## config.mk

```make
export PLATFORM = sky130hd
export DESIGN_NAME = rr_prio_encoder
export DESIGN_NICKNAME = d
export VERILOG_FILES = /design/src/rtl/arb_pkg.sv /design/src/rtl/prio_pick.sv /design/src/rtl/rr_prio_encoder.sv
export SDC_FILE = /design/constraint.sdc
export NUM_CORES = 1
export LEC_CHECK = 0
export ABC_AREA = 1
export CORE_AREA = 10 10 51 53
export DETAILED_ROUTE_END_ITERATION = 8
export DIE_AREA = 0 0 61 63
export DONT_BUFFER_PORTS = 1
export PLACE_DENSITY = 0.64
export SYNTH_ARGS = -nofsm -noshare
export SYNTH_HDL_FRONTEND = slang
export SYNTH_SLANG_ARGS = --single-unit
```

## constraint.sdc

```tcl
create_clock -name clk -period 1.05 [get_ports clk]
set_clock_uncertainty 0.05 [all_clocks]
set_input_delay 0.1575 -clock clk [delete_from_list [all_inputs] [get_ports clk]]
set_output_delay 0.1575 -clock clk [all_outputs]
set_load 0.02 [all_outputs]
```

## src/rtl/arb_pkg.sv

```systemverilog
// Shared types and constants for the registered priority encoder / arbiter.
package arb_pkg;

  typedef enum logic {
    ST_IDLE = 1'b0,
    ST_HOLD = 1'b1
  } state_e;

  localparam logic MODE_FIXED = 1'b0;
  localparam logic MODE_RR    = 1'b1;

endpackage

```

## src/rtl/prio_pick.sv

```systemverilog
// Combinational winner search: highest-index (fixed) or first-at-or-above-pointer
// with wrap (round-robin).
module prio_pick
  import arb_pkg::*;
#(
  parameter  int unsigned N = 4,
  localparam int unsigned W = $clog2(N)
) (
  input  logic [N-1:0] req,
  input  logic [W-1:0] ptr,
  input  logic         mode,
  output logic         found,
  output logic [W-1:0] idx,
  output logic [N-1:0] onehot
);

  logic         m_found;
  logic [W-1:0] m_idx;
  logic [W-1:0] hi_idx;
  logic [W-1:0] lo_idx;

  always_comb begin
    m_found = 1'b0;
    m_idx   = '0;
    hi_idx  = '0;
    lo_idx  = '0;
    found   = |req;
    idx     = '0;
    onehot  = '0;

    // Ascending scan leaves the highest set index.
    for (int i = 0; i < int'(N); i++) begin
      if (req[i]) hi_idx = W'(i);
    end

    // Descending scan leaves the lowest set index overall and at/above ptr.
    for (int i = int'(N) - 1; i >= 0; i--) begin
      if (req[i]) lo_idx = W'(i);
      if (req[i] && (i >= int'(ptr))) begin
        m_found = 1'b1;
        m_idx   = W'(i);
      end
    end

    if (mode == MODE_FIXED) idx = hi_idx;
    else                    idx = m_found ? m_idx : lo_idx;

    if (found) onehot = N'(1) << idx;
  end

endmodule

```

## src/rtl/rr_prio_encoder.sv

```systemverilog
// Registered N-input arbiter: fixed-priority or round-robin pick, grant held
// until acknowledged or withdrawn.
module rr_prio_encoder
  import arb_pkg::*;
#(
  parameter  int unsigned N = 4,
  localparam int unsigned W = $clog2(N)
) (
  input  logic         clk,
  input  logic         rst_n,
  input  logic         en,
  input  logic         mode,
  input  logic [N-1:0] req,
  input  logic         ack,
  output logic         grant_valid,
  output logic [W-1:0] grant_idx,
  output logic [N-1:0] grant_onehot,
  output logic [W-1:0] rr_ptr
);

  state_e       state_q, state_d;
  logic         valid_d;
  logic [W-1:0] idx_d;
  logic [N-1:0] onehot_d;
  logic [W-1:0] ptr_d;
  logic         grant_mode_q, grant_mode_d;

  logic         pick_found;
  logic [W-1:0] pick_idx;
  logic [N-1:0] pick_onehot;

  prio_pick #(.N(N)) u_pick (
    .req    (req),
    .ptr    (rr_ptr),
    .mode   (mode),
    .found  (pick_found),
    .idx    (pick_idx),
    .onehot (pick_onehot)
  );

  always_ff @(posedge clk or negedge rst_n) begin
    if (!rst_n) begin
      state_q      <= ST_IDLE;
      grant_valid  <= 1'b0;
      grant_idx    <= '0;
      grant_onehot <= '0;
      rr_ptr       <= '0;
      grant_mode_q <= MODE_FIXED;
    end else begin
      state_q      <= state_d;
      grant_valid  <= valid_d;
      grant_idx    <= idx_d;
      grant_onehot <= onehot_d;
      rr_ptr       <= ptr_d;
      grant_mode_q <= grant_mode_d;
    end
  end

  // Mode is latched with the grant so mid-HOLD mode changes cannot affect
  // the pointer update on release.
  always_comb begin
    state_d      = state_q;
    valid_d      = grant_valid;
    idx_d        = grant_idx;
    onehot_d     = grant_onehot;
    ptr_d        = rr_ptr;
    grant_mode_d = grant_mode_q;

    unique case (state_q)
      ST_IDLE: begin
        if (en && pick_found) begin
          state_d      = ST_HOLD;
          valid_d      = 1'b1;
          idx_d        = pick_idx;
          onehot_d     = pick_onehot;
          grant_mode_d = mode;
        end
      end
      ST_HOLD: begin
        if (ack) begin
          state_d  = ST_IDLE;
          valid_d  = 1'b0;
          onehot_d = '0;
          if (grant_mode_q == MODE_RR)
            ptr_d = (grant_idx == W'(N - 1)) ? '0 : grant_idx + W'(1);
        end else if (!req[grant_idx]) begin
          state_d  = ST_IDLE;
          valid_d  = 1'b0;
          onehot_d = '0;
        end
      end
      default: state_d = ST_IDLE;
    endcase
  end

endmodule

```

==> run summary, run 1 <==
Max Freq = 0.790 GHz
Clock Pin Slew Worst Setup and Hold Paths = 0.08 ns
DRT iter0 DRCs = 34
Yosys top cell area share = 44.0%
Routed vias = 697
DRC viols = 0
Highest metal used = met4
I/O Pins = 18
Reg-to-Reg End = grant_onehot[1]
Yosys reg bits = 11
Setup slack after layout = -0.216 ns
Cell row count = 15
CTS buffer count = 3
Die width = 61 um
RSZ-0062 raised after global routing = yes
Post-synth EDFFs = 0
First-pass GRT wire length = 2680 um
Die Y = 63 um
Post-synthesis cell area = 626 um2
Ys async rst share = 100%
Layout area overhead = 58.8%
Pin count of the biggest net entering global routing = 12
FF-to-FF path depth = 6
Top FF cell, synth = dfrtp_1
Initial antenna violation count = 0
Worst Tran Pin Value = 0.585 ns
Layout cell share with drive strength beyond 1 = 48.2%
Met1 Wirelength = 737 um
Fin nets = 125
Clock root cell = clkbuf_4
Clk buf depth = 2
Worst Hold Class = in -> reg
Grt total ovfl = 0
Synth area leader = dfrtp_1
Max-cap viol count = 0
Synth cell types = 15
Failing checks = setup timing
Min Tclk post-route = 1.27 ns
Maximum vdd ir drop = 1.23 mV
Tot GR Track Use = 8.88%
Pins Over Slew Limit = 0
Critical path class = reg -> out
Fillers = 143
H-tree lvl count = 1
Area occupied by multi-input gates = 402 um2
Initial core utilization = 37.9%
Vias in the first global route = 604
Critical Path AT = 1.06 ns
Pleak = 0.505 nW
FF-to-FF Start = grant_idx[0]
Met2 WL = 1100 um
Ant diodes = 0
Ys Warns = 0
Top-count cell post-synth = nand2_1
Total die area = 0.00384 mm2
Routed vias/inst = 5.32
# clock sinks = 11
WP data required = 0.84 ns
CP startpoint = rr_ptr[1]
FF+latch area = 280 um2
Drt wl/cell = 16.4 um
HPWL after DPL = 1330 um
Slew Limit Headroom = 60.6%
Status = finished, violations left
Post-synth top cells = 31 x nand2_1, 14 x inv_1, 11 x dfrtp_1, 7 x nand3_1, 7 x nor2_1
Setup crit start kind = flop
Drt first pass iters = 4
Crit path capture = rr_ptr[1]
Post-synthesis sequential area ratio = 44.0%
WL final = 2150 um
I/O Buffers = 0
Worst Setup End Kind = output port
Dpl ws = -0.161 ns
Final setup violation count = 14
Clock Latency Late Sink = 0.28 ns
CTS tree = built
Syn_nets = 99
GPL Wtd Cong = 0.817
Avg Inst Size Synth = 7.03 um2
Met3 WL = 224 um
Final ANT Viol Nets = 0
Core ar. = 0.00165 mm2
Total chip power = 2.45 mW
R2r setup slk = -0.21 ns
Fin crit share = 121%
Fin. Hold Viols = 0
Syn Inst Count = 89
Peak fanout along the critical path = 4
Hold_ws = 0.0746 ns
Area contributors post-synth = dfrtp_1 44%, nand2_1 19%, inv_1 8.4%
PD cells = 2460 mW/mm2
[flip-flops by register name (all words and copies together) (netlist names)]
name          cells
grant_onehot      4
grant_idx         2
state_q           1
rr_ptr            2
grant_mode_q      1
grant_valid       1
[power by group]
group          switching, mW  leakage [nW]  internal [mW]  total, mW
clock network          0.155        0.0150          0.147      0.303
registers              0.225         0.135          0.571      0.795
logic                  0.647         0.355          0.700       1.35
total                   1.03         0.505           1.42       2.45
[critical path, cell delays in order (launching register included)]
cell and delay (ns):
dfrtp_2 0.44, buf_6 0.13, buf_6 0.10, buf_6 0.12
[layer usage]
| metal | vias to the layer above | global-route usage [%] |
|---|---|---|
| met2 | 29 | 14.9 |
| met3 | 8 | 3.46 |
| met4 | 0 | 4.12 |
| met5 | - | 0 |
| met1 | 323 | 9.13 |
| li1 | 337 | - |
[per-stage QoR]
stage	instances	area (um2)	TNS (ns)	util, %
floorplan	89	647	-0.511	-
global placement	115	736	-0.688	44.5
detailed placement	115	736	-1.04	44.5
CTS	123	838	-1.31	50.8
global route	131	993	-2.77	60.2
finish	131	993	-2.20	60.2
[cells in the final DEF (no fill, tap or decap), drive strengths merged]
cell type,n
nand2,32
buf,19
inv,15
dfrtp,11
nor2,8
o21ai,7
nand3,7
clkbuf,4
a21oi,3
nand4,3
dlygate4sd3,2
nor3,1
o31ai,1
ha,1
[final cells by class]
| class | instances | share of cell area (%) |
|---|---|---|
| multi-input cells | 63 | 40.4 |
| flip-flops and latches | 11 | 28.2 |
| repair buffers | 21 | 20.9 |
| inverters | 15 | 5.67 |
| clock buffers | 4 | 2.64 |
| well taps | 17 | 2.14 |
[how the worst min path moves through the flow]
stage / slack [ns] / cells after the start / endpoint / from
2_1_floorplan: -0.19 / 0 / grant_idx[0] / rst_n
3_3_place_gp: -0.19 / 0 / grant_idx[1] / rst_n
3_5_place_dp: -0.19 / 0 / grant_mode_q / rst_n
4_1_cts: 0.09 / 3 / grant_onehot[3] / mode
5_1_grt: 0.10 / 3 / grant_idx[0] / mode
6_report: 0.07 / 3 / grant_idx[0] / mode
[what timing repair did]
action | 4_1_cts | 5_1_grt
hold endpoints to repair | 12 | 0
gates resized for setup | 12 | 28
hold buffers | 2 | 0
pin swaps | 5 | 16
setup buffers | 2 | 8
endpoints found under the setup margin | 13 | 15
[cell families after synthesis]
group	Yosys count	share of synthesized area, %
AOI/OAI and AO/OA	11	9.20
adders and majority gates	1	2.00
DFF	11	44.0
buffers and inverters	15	9.00
and+or+nand+nor	51	35.8
(Power assumes the default switching activity.)
==> inputs of run 2 (changes only) <==
- GPL_ROUTABILITY_DRIVEN: default -> 0
==> results of run 2 <==
No change in the layout: final DEF, timing and power equal those of run 1.
